<file path="src/rtl/fifo_drain_ctrl_if.sv">
// Signal bundle between the drain controller, its source FIFO and the downstream sink.
// The controller connects through master; the FIFO/sink environment through slave.
interface fifo_drain_ctrl_if #(
    parameter int DATA_W = 8,
    parameter int CNT_W  = 5
);
    logic [DATA_W-1:0] fifo_data;
    logic              fifo_empty;
    logic [CNT_W-1:0]  fifo_fillcount;
    logic              fifo_get;
    logic              flush;
    logic [DATA_W-1:0] m_data;
    logic              m_valid;
    logic              m_ready;
    logic              m_last;
    logic              busy;

    modport master (
        input  fifo_data, fifo_empty, fifo_fillcount, flush, m_ready,
        output fifo_get, m_data, m_valid, m_last, busy
    );

    modport slave (
        output fifo_data, fifo_empty, fifo_fillcount, flush, m_ready,
        input  fifo_get, m_data, m_valid, m_last, busy
    );
endinterface

</file>
<file path="src/rtl/fifo_drain_ctrl.sv">
// Drains a FIFO in bursts of up to BURST words onto a valid/ready stream,
// using a 2-entry skid buffer to cover the one-cycle FIFO read latency.
module fifo_drain_ctrl #(
    parameter int DATA_W = 8,
    parameter int CNT_W  = 5,
    parameter int BURST  = 4
) (
    input  logic              clk,
    input  logic              reset,
    fifo_drain_ctrl_if.master bus
);
    localparam logic [CNT_W-1:0] BURST_LEN = CNT_W'(BURST);

    typedef enum logic {
        IDLE,
        RUN
    } state_t;

    state_t            state;
    logic [CNT_W-1:0]  remain;
    logic [CNT_W-1:0]  beats;
    logic [1:0]        occ;
    logic              inflight;
    logic [DATA_W-1:0] buf_mem [2];
    logic              rd_ptr;
    logic              wr_ptr;

    logic              get;
    logic              pop;
    logic              start;
    logic [CNT_W-1:0]  start_len;
    logic [2:0]        pending;
    logic [2:0]        limit;

    always_comb begin
        pop       = (occ != 2'd0) && bus.m_ready;
        // occ + inflight - pop < 2, rearranged to stay unsigned
        pending   = {1'b0, occ} + {2'b00, inflight};
        limit     = 3'd2 + {2'b00, pop};
        get       = (state == RUN) && (remain != '0) && !bus.fifo_empty && (pending < limit);
        start_len = (bus.fifo_fillcount >= BURST_LEN) ? BURST_LEN : bus.fifo_fillcount;
        // A zero-length flush burst could never complete, so it is not started
        start     = (state == IDLE) &&
                    ((bus.fifo_fillcount >= BURST_LEN) ||
                     (bus.flush && !bus.fifo_empty && (bus.fifo_fillcount != '0)));
    end

    always_ff @(posedge clk or negedge reset) begin
        if (!reset) begin
            state    <= IDLE;
            remain   <= '0;
            beats    <= '0;
            occ      <= 2'd0;
            inflight <= 1'b0;
            rd_ptr   <= 1'b0;
            wr_ptr   <= 1'b0;
            for (int unsigned i = 0; i < 2; i++) begin
                buf_mem[i] <= '0;
            end
        end else begin
            inflight <= get;

            if (inflight) begin
                buf_mem[wr_ptr] <= bus.fifo_data;
                wr_ptr          <= ~wr_ptr;
            end
            if (pop) begin
                rd_ptr <= ~rd_ptr;
            end

            case ({inflight, pop})
                2'b10:   occ <= occ + 2'd1;
                2'b01:   occ <= occ - 2'd1;
                default: occ <= occ;
            endcase

            case (state)
                IDLE: begin
                    if (start) begin
                        state  <= RUN;
                        remain <= start_len;
                        beats  <= start_len;
                    end
                end
                RUN: begin
                    if (get) begin
                        remain <= remain - 1'b1;
                    end
                    if (pop && (beats != '0)) begin
                        beats <= beats - 1'b1;
                        if (beats == CNT_W'(1)) begin
                            state <= IDLE;
                        end
                    end
                end
                default: state <= IDLE;
            endcase
        end
    end

    assign bus.fifo_get = get;
    assign bus.m_valid  = (occ != 2'd0);
    assign bus.m_data   = buf_mem[rd_ptr];
    assign bus.m_last   = (occ != 2'd0) && (beats == CNT_W'(1));
    assign bus.busy     = (state == RUN);

    a_no_overflow : assert property (@(posedge clk) disable iff (!reset)
        inflight |-> ((occ != 2'd2) || pop));
    a_occ_range : assert property (@(posedge clk) disable iff (!reset)
        occ != 2'd3);
    a_no_extra_beat : assert property (@(posedge clk) disable iff (!reset)
        pop |-> (beats != '0));
endmodule
</file>
<file path="src/flat_wrapper.sv">
// flat-port wrapper written by rule: the top's interface ports become plain ports
module fifo_drain_ctrl_flat 
#(
    parameter int DATA_W = 8,
    parameter int CNT_W  = 5,
    parameter int BURST  = 4
)
  (clk, reset, bus_fifo_data, bus_fifo_empty, bus_fifo_fillcount, bus_flush, bus_m_ready, bus_fifo_get, bus_m_data, bus_m_valid, bus_m_last, bus_busy);
  fifo_drain_ctrl_if #(.DATA_W(DATA_W), .CNT_W(CNT_W)) bus_i ();
  input  logic clk;
  input  logic reset;
  input wire logic [$bits(bus_i.fifo_data)-1:0] bus_fifo_data;
  input wire logic [$bits(bus_i.fifo_empty)-1:0] bus_fifo_empty;
  input wire logic [$bits(bus_i.fifo_fillcount)-1:0] bus_fifo_fillcount;
  input wire logic [$bits(bus_i.flush)-1:0] bus_flush;
  input wire logic [$bits(bus_i.m_ready)-1:0] bus_m_ready;
  output wire logic [$bits(bus_i.fifo_get)-1:0] bus_fifo_get;
  output wire logic [$bits(bus_i.m_data)-1:0] bus_m_data;
  output wire logic [$bits(bus_i.m_valid)-1:0] bus_m_valid;
  output wire logic [$bits(bus_i.m_last)-1:0] bus_m_last;
  output wire logic [$bits(bus_i.busy)-1:0] bus_busy;
  assign bus_i.fifo_data = bus_fifo_data;
  assign bus_i.fifo_empty = bus_fifo_empty;
  assign bus_i.fifo_fillcount = bus_fifo_fillcount;
  assign bus_i.flush = bus_flush;
  assign bus_i.m_ready = bus_m_ready;
  assign bus_fifo_get = bus_i.fifo_get;
  assign bus_m_data = bus_i.m_data;
  assign bus_m_valid = bus_i.m_valid;
  assign bus_m_last = bus_i.m_last;
  assign bus_busy = bus_i.busy;
  fifo_drain_ctrl #(.DATA_W(DATA_W), .CNT_W(CNT_W), .BURST(BURST)) u_core (.clk(clk), .reset(reset), .bus(bus_i));
endmodule
</file>
<file path="config.mk">
export PLATFORM = sky130hd
export DESIGN_NAME = fifo_drain_ctrl_flat
export DESIGN_NICKNAME = d
export VERILOG_FILES = /design/src/rtl/fifo_drain_ctrl_if.sv /design/src/rtl/fifo_drain_ctrl.sv /design/src/flat_wrapper.sv
export SDC_FILE = /design/constraint.sdc
export NUM_CORES = 1
export LEC_CHECK = 0
export ABC_CLOCK_PERIOD_IN_PS = 2200
export BUFFER_PORTS_ARGS = -buffer_cell sky130_fd_sc_hd__buf_4
export CAP_MARGIN = 30
export CORE_ASPECT_RATIO = 0.7
export CORE_MARGIN = 2
export CORE_UTILIZATION = 40
export CTS_CLUSTER_SIZE = 20
export DETAILED_ROUTE_END_ITERATION = 10
export PLACE_DENSITY = 0.72
export SYNTH_ARGS = -nofsm -noshare
export SYNTH_HDL_FRONTEND = slang
export SYNTH_SLANG_ARGS = --single-unit
</file>
<file path="constraint.sdc">
create_clock -name clk -period 2.2 [get_ports clk]
set_input_delay 0.44 -clock clk [delete_from_list [all_inputs] [get_ports clk]]
set_output_delay 0.44 -clock clk [all_outputs]
set_load 0.05 [all_outputs]
</file>
==> Yosys cells after proc, flatten, opt, wreduce, memory -nomap -nowiden <==
Index checks and enable logic that the tools add are counted.
{ "word_totals": {"ff_bits": 32, "in_bits": 18, "elab_cells": 67, "out_inout_bits": 12} }
{ "classes": {"magnitude_cmp": 5, "add_sub_neg": 6, "bitwise": 5, "reduce_logical": 19, "muxes": 17, "eq_ne": 6} }
{ "ops": {"columns": ["op", "count"], "rows": [
  ["$mux 8", 4],
  ["$mux 5", 4],
  ["$pmux 5 s2", 2],
  ["$bwmux 16", 1],
  ["$reduce_bool 5->1", 3],
  ["$logic_and 1x1->1", 10],
  ["$sub 5x1->5 const B", 2],
  ["$demux 8 s1", 1],
  ["$eq 5x1->1 const B", 1],
  ["$ge 5x3->1 const B", 1],
  ["$ge 2x2->1 const B", 2],
  ["$ne 2x2->1 const B", 2],
  ["$not 1->2", 2],
  ["$pmux 2 s2", 1],
  ["$reduce_and 2->1", 2],
  ["$reduce_bool 2->1", 2],
  ["$add 2x1->3", 1],
  ["$add 2x1->3 const A", 1],
  ["$lt 3x3->1", 1],
  ["$mux 1", 3],
  ["$not 1->1", 3],
  ["$add 2x1->2 const B", 1],
  ["$eq 2x1->1 const B", 1],
  ["$eq 2x2->1 const B", 1],
  ["other kinds (6)", 6]
]} }

==> Logic depth before layout (Yosys ltp) <==
Gate-level depths: netlist (run 1).
{ "logic_depth": {"depth_word": 7, "mapped_depth": 6, "depth_no_buf": 6} }

==> Worst setup path after synthesis (run 1) <==
No wires, ideal clock.
{ "synth_path": {"kind": "reg2out", "startpoint": "register u_core.occ[0]", "endpoint": "output port bus_fifo_get", "path_buffers": 0, "arrival_ns": 1.755, "slack_ns": 0.005, "stages_incl_launch_ff": 6, "t_required_ns": 1.760, "path_cell_list": "dfrtp_1 > ha_1 > ha_1 > nor2_1 > o211ai_4 > nor2_1"} }
{ "synth_via": {"elab_chain_cells": 5, "elab_cells_between_ends": 6, "cone_classes": "add/sub (2); order compare (1); reduce/logical (3)"} }
{ "synth_rtl": {"columns": ["item", "line", "rtl"], "rows": [
  ["start, declared", "fifo_drain_ctrl.sv:22", "logic [1:0] occ;"],
  ["start signal, assigned", "fifo_drain_ctrl.sv:72", "2'b10: occ <= occ + 2'd1;"],
  ["start signal, assigned", "fifo_drain_ctrl.sv:73", "2'b01: occ <= occ - 2'd1;"],
  ["$reduce_bool 2->1", "fifo_drain_ctrl.sv:36", "pop = (occ != 2'd0) && bus.m_ready;"],
  ["$logic_and 1x1->1", "fifo_drain_ctrl.sv:36", null],
  ["$add 2x1->3", "fifo_drain_ctrl.sv:39", "limit = 3'd2 + {2'b00, pop};"],
  ["$lt 3x3->1 *", "fifo_drain_ctrl.sv:40", "get = (state == RUN) && (remain != '0) && !bus.fifo_empty && (pending < limit);"],
  ["$logic_and 1x1->1 *", "fifo_drain_ctrl.sv:40", null],
  ["end, declared", "flat_wrapper.sv:17", "output wire logic [$bits(bus_i.fifo_get)-1:0] bus_fifo_get;"]
]} }
Mark *: on every way between the ends. The rest lies on a longest branch, timed or not.

==> Worst setup path in the final report (run 1) <==
{ "layout_path": {"startpoint": "register u_core.remain[1]", "endpoint": "output port bus_fifo_get"} }
{ "layout_via": {"elab_chain_cells": 4} }
{ "layout_rtl": {"columns": ["item", "line", "rtl"], "rows": [
  ["start, declared", "fifo_drain_ctrl.sv:20", "logic [CNT_W-1:0] remain;"],
  ["start signal, assigned", "fifo_drain_ctrl.sv:81", "remain <= start_len;"],
  ["start signal, assigned", "fifo_drain_ctrl.sv:87", "remain <= remain - 1'b1;"],
  ["$reduce_bool 5->1", "fifo_drain_ctrl.sv:40", null],
  ["$logic_and 1x1->1 (3 in series)", "fifo_drain_ctrl.sv:40", null]
]} }
No other way between the ends.

==> results of run 1 <==
==> power by group through the flow <==
stage	sequential (mW)	combinational [mW]	clock [mW]
4_1_cts	1.11	1.99	0.399
2_1_floorplan	1.05	1.50	0
6_report	1.12	2.00	0.388
3_5_place_dp	1.13	1.92	0
5_1_grt	1.16	2.14	0.425
3_3_place_gp	1.10	1.86	0
==> through the flow <==
step	instances	power, mW
finish	226	3.51
detailed placement	216	3.06
CTS	224	3.50
global placement	216	2.96
global route	226	3.73
floorplan	136	2.55
==> synth_stat cells (all sizes together), types with 2 or more instances <==
cell,n,share of area
nand3b,3,0.014
o21a,2,0.014
a31oi,4,0.015
o211ai,5,0.031
or3b,2,0.014
dfrtp,32,0.49
nor2,10,0.024
mux2,28,0.20
xnor2,3,0.016
nor3,5,0.015
o21ai,6,0.020
xor2,2,0.011
ha,6,0.045
inv,9,0.020
o22a,2,0.016
nand2,5,0.011
o22ai,2,0.0076
==> cells in the final DEF (no fill, tap or decap) <==
master	count
or2_2	1
o22a_4	1
o21a_4	1
nand2_1	5
mux2_4	2
ha_2	1
clkbuf_8	5
or3_2	1
nor4_1	1
xnor2_1	3
o211ai_4	1
dfrtp_2	1
o21a_1	1
o22a_1	1
ha_1	5
o2bb2ai_1	1
nand3b_1	3
inv_1	9
a31oi_1	4
a211oi_2	1
o211ai_1	4
o21ai_2	1
a21bo_2	1
nor2_1	7
and3_1	1
a21oi_1	1
xor2_1	2
o21ai_0	5
nor3_1	5
o22ai_1	2
mux2_1	2
buf_4	34
nor2_2	3
dfrtp_1	31
mux2_2	24
buf_6	1
or3b_4	2
==> worst max-delay path, stage by stage (launching register included) <==
cell and delay, ns:
dfrtp_1 0.38, inv_1 0.06, ha_2 0.19, or3b_4 0.40, o211ai_4 0.18, nor2_2 0.07
buf_6 0.15
==> kinds of logic after synthesis <==
| family | after synthesis | synth area share |
|---|---|---|
| xor+xnor | 5 | 0.0265 |
| fa+ha+maj | 6 | 0.0455 |
| compound gates | 25 | 0.126 |
| simple gates | 29 | 0.0940 |
| flops | 32 | 0.485 |
| mux | 28 | 0.196 |
| buf+inv | 11 | 0.0273 |
==> what timing repair did <==
action                     4_1_cts  5_1_grt
setup endpoints to repair        1        1
setup buffers                    3        2
pin swaps                        1        2
gates resized for setup          3        2
==> layer usage <==
metal	vias up	part of all wire	global-route usage
met5	-	0	0
met4	0	0.015	0.0581
met3	5	0.030	0.0327
met2	18	0.52	0.275
met1	580	0.44	0.194
li1	564	-	-
==> cell type report <==
class / count / area (sq um) / share of cell area
Clock buffer: 5 / 68.8 / 0.0336
Inverter: 9 / 33.8 / 0.0165
Multi-Input combinational cell: 93 / 812 / 0.396
Sequential cell: 32 / 802 / 0.392
Tap cell: 52 / 65.1 / 0.0318
Timing Repair Buffer: 35 / 267 / 0.130
==> final timing paths <==
path                                   start  slack [ns]                 to  cells past startpoint
setup / recovery            u_core.remain[1]        0.05       bus_fifo_get                      6
hold / removal                         reset        0.09   u_core.remain[0]                      1
setup reg to reg            u_core.remain[1]        0.15   u_core.remain[1]                      8
hold reg to reg            u_core.buf_mem[3]        0.50  u_core.buf_mem[3]                      1
max in group asynchronous              reset        1.80      u_core.occ[0]                      1
min in group clk            bus_fifo_data[1]        0.41  u_core.buf_mem[1]                      2
==> registers in the layout, indices dropped and copies added (netlist names) <==
name             count
u_core.inflight      1
u_core.rd_ptr        1
u_core.wr_ptr        1
u_core.occ           2
u_core.buf_mem      16
u_core.remain        5
u_core.bus.busy      1
u_core.beats         5
==> impl_metrics.tcl, run 1 <==
set metrics [dict create \
    synth_edf_count 0 \
    cap_viol_max_count 0 \
    setup_ws_ns 0.0483 \
    htreeDepth 2 \
    dp_slack_ns 0.208 \
    fillCellCount 360 \
    vias 1167 \
    intPower_mw 1.97 \
    drtPass1Iterations 4 \
    syn_avg_cell_area_sq_um 12.1 \
    synth_warnings 0 \
    vias_per_cell 5.16 \
    p_leak_nw 0.907 \
    drc 0 \
    crit_type "register to output pin" \
    detail_route.wl_per_cell_um 15.0 \
    seq_area_frac_synth 0.485 \
    seqPwrFrac 0.318 \
    final_layout_size_suffix_gt1_frac 0.466 \
    grt_pass1_wl_um 5510 \
    rows 19 \
    cts-root-buf "clkbuf_8" \
    hp-class "primary input to asynchronous set/reset pin" \
    place_congestion 0.825 \
    cp.arrival_ns 1.71 \
    overflow 0 \
    finClkSkew_ns 0.00673 \
    holdBufCountCts 0 \
    cp-end-kind "output pin" \
    fin_crit_sh 0.978 \
    async_flop_share 1.00 \
    setup_tns_ns 0 \
    initial_core_util 0.418 \
    power.density_mw_per_mm2 1710 \
    finalSetupViolations 0 \
    ys_seq_elements 32 \
    grt_usage 0.157 \
    fmax_mhz 465 \
    clock-sinks 32 \
    synth_top_flop_cell "dfrtp_1" \
    timing.final.max_slew_violations 0 \
    power_frac_comb 0.571 \
    clk_pin_slew_ns 0.06 \
    port_buffers 29 \
    holdWs_ns 0.0919 \
    synth.distinct_cells 34 \
    finalNetCount 200 \
    pwr-share-clk 0.111 \
    maxSlewHeadroom 0.677 \
    swShare 0.440 \
    status "finished, final reports clean" \
    grt_max_degree 33 \
    wl_um 3390 \
    hold_viol_final 0 \
    die_height_um 57.7 \
    synth_fp_nets 160 \
    core_area_sq_mm 0.00395 \
    p_switching_mw 1.54 \
    top_level_ports 30 \
    antenna_found_initial 0 \
    syn_to_final_growth_pct 24.1 \
    cp-start-kind "register" \
    peakVddDrop_mv 0.759 \
    syn_inst 136 \
    worstPathRequired_ns 1.76 \
    final_area_sq_mm 0.00205 \
    antennaDiodeCount 0 \
    tritoncts "built" \
    fin_crit_ns 2.15 \
    tightest_slew_ns 0.484 \
    mappedNetlistArea_sq_mm 0.00165 \
    cts_buffers 5 \
    dp_hpwl_um 2490 \
    grt_pass1_vias 1212 \
    detail_route.iter0.violations 43 \
    clockBufferDepth 2 \
    die_x_um 80.8 \
    utilization 0.519 \
    drtAntennaViolNets 0 \
    post_dp_cell_area_sq_mm 0.00193 \
    die_area_sq_mm 0.00466 \
    clock_latency_ns 0.28 \
    crit_fanout 3 \
]
(Power assumes the default switching activity.)
==> inputs of run 2 (changes only) <==
- CORE_UTILIZATION: 40 -> 24
- PLACE_DENSITY: 0.72 -> 0.52
==> run 2 against run 1 <==
Net effect:
- die area grew 62%
- largest cell class unchanged
- combinational power is essentially flat
- setup slack gained 0.039 ns
==> impl_metrics.tcl, run 2 (synthesis gave the netlist of run 1 again) <==
set metrics [dict create \
    detail_route.iter0.violations 35 \
    top_level_ports 30 \
    final_layout_size_suffix_gt1_frac 0.489 \
    peakVddDrop_mv 0.448 \
    place_congestion 0.746 \
    clock_latency_ns 0.27 \
    reg.largest.list "u_core.buf_mem (16), u_core.beats (5), u_core.remain (5)" \
    setup_ws_ns 0.0873 \
    finalSetupViolations 0 \
    max_stage_delay_ns 0.40 \
    grt_setup_unrepaired "no" \
    hp-class "primary input to asynchronous set/reset pin" \
    final_cells 272 \
    post_dp_cell_area_sq_mm 0.00200 \
    vias 1151 \
    drtPass1Iterations 4 \
    clock-sinks 32 \
    maxSlewHeadroom 0.699 \
    mostFrequentLayoutCell "buf_4" \
    die_height_um 73.4 \
    crit_chain "inv_2 -> ha_4 -> or3b_4 -> o211ai_4 -> nor2_2 -> buf_6" \
    finalNetCount 201 \
    crit_type "register to output pin" \
    overflow 0 \
    clockBufferDepth 2 \
    dp_hpwl_um 2410 \
    fmax_mhz 473 \
    crit_fanout 3 \
    fin_crit_ns 2.11 \
    timing.final.max_slew_violations 0 \
    power.density_mw_per_mm2 1710 \
    vias_per_cell 4.23 \
    hold_viol_final 0 \
    cp_slowest_cell "dfrtp_1" \
    grt_use_met1 0.137 \
    grt_pass1_vias 1129 \
    clk_pin_slew_ns 0.07 \
    port_buffers 29 \
    grt_max_degree 33 \
    cp.arrival_ns 1.67 \
    wl_um 3400 \
    dp_slack_ns 0.229 \
    htreeDepth 2 \
    fin_crit_sh 0.960 \
    tightest_slew_ns 0.450 \
    top_register "u_core.buf_mem" \
    cts_buffers 5 \
    detail_route.wl_per_cell_um 12.5 \
    cts-root-buf "clkbuf_8" \
    die_area_sq_mm 0.00757 \
    antennaDiodeCount 0 \
    die_x_um 103 \
    core_area_sq_mm 0.00669 \
    p_leak_nw 0.940 \
    worstPathRequired_ns 1.76 \
    drtAntennaViolNets 0 \
    rows 25 \
    holdBufCountCts 0 \
    final_area_sq_mm 0.00218 \
    status "finished, final reports clean" \
    busiest_layer "met2" \
    antenna_found_initial 0 \
    syn_to_final_growth_pct 31.8 \
    grt_usage 0.0987 \
    initial_core_util 0.247 \
    final_cell_mix "buf_4 (35), dfrtp_1 (31), mux2_2 (24)" \
    grt_use_met3 0.0295 \
    fillCellCount 692 \
    largest_reg_flops 16 \
    grt_pass1_wl_um 5620 \
    cp-start-kind "register" \
    cap_viol_max_count 0 \
    grt_use_met2 0.144 \
    dp.cells 260 \
    cp-end-kind "output pin" \
    drc 0 \
    tritoncts "built" \
    finClkSkew_ns 0.00693 \
    setup_tns_ns 0 \
]
## run 2: cell types whose count changed in the layout (fill, tap and decap cells not counted), sizes merged
cell	change
bufinv	+1
buf	+1
clkbuf	+2
## run 2: timing repair
| item | in CTS | in global routing |
|---|---|---|
| setup buffers | 3 | 1 |
| endpoints found under the setup margin | 1 | 1 |
| resized for setup | 1 | 7 |
| pin swaps | 1 | 2 |
## run 2: critical path, delay by kind of cell (launching register included)
kind	cells	cell delay, ns
DFF	1	0.40
buffers and inverters	2	0.22
and+or+nand+nor	2	0.46
adders and majority gates	1	0.13
AOI/OAI and AO/OA	1	0.18
## run 2: power breakdown
group	switching [mW]	internal (mW)	leakage, nW
sequential	0.239	0.874	0.377
clock	0.212	0.400	0.0645
combinational	1.09	0.901	0.498
total	1.54	2.17	0.940
## run 2: routing by layer
metal  up-vias  routed length [um]
met4         0                  34
li1        571                   -
met2        13                1480
met5         -                   0
met3         2                 139
met1       565                1750
## run 2: path summary, 6_finish.rpt
path | startpoint | to | slack [ns] | cells past startpoint
setup / recovery | u_core.remain[1] | bus_fifo_get | 0.09 | 6
hold / removal | reset | u_core.beats[0] | 0.09 | 1
setup reg to reg | u_core.remain[1] | u_core.remain[0] | 0.30 | 7
hold reg to reg | u_core.buf_mem[5] | u_core.buf_mem[5] | 0.50 | 1
max in group asynchronous | reset | u_core.occ[0] | 1.76 | 1
min in group clk | bus_fifo_data[2] | u_core.buf_mem[2] | 0.40 | 2
## run 2: final cells by class
cell class / instances / area (sq um) / area share
Sequential cell: 32 / 802 / 0.369
Clock inverter: 1 / 30.0 / 0.0138
Timing Repair Buffer: 36 / 274 / 0.126
Clock buffer: 7 / 96.3 / 0.0443
Inverter: 9 / 33.8 / 0.0155
Multi-Input combinational cell: 93 / 822 / 0.378
Tap cell: 94 / 118 / 0.0541
## run 2: stage by stage
stage          hold WS (ns)  power, mW  utilization
2_1_floorplan         0.144       2.55            -
3_3_place_gp          0.413       3.03        0.298
3_5_place_dp          0.419       3.04        0.298
4_1_cts               0.111       3.72        0.321
5_1_grt               0.115       3.98        0.325
6_report             0.0927       3.71        0.325
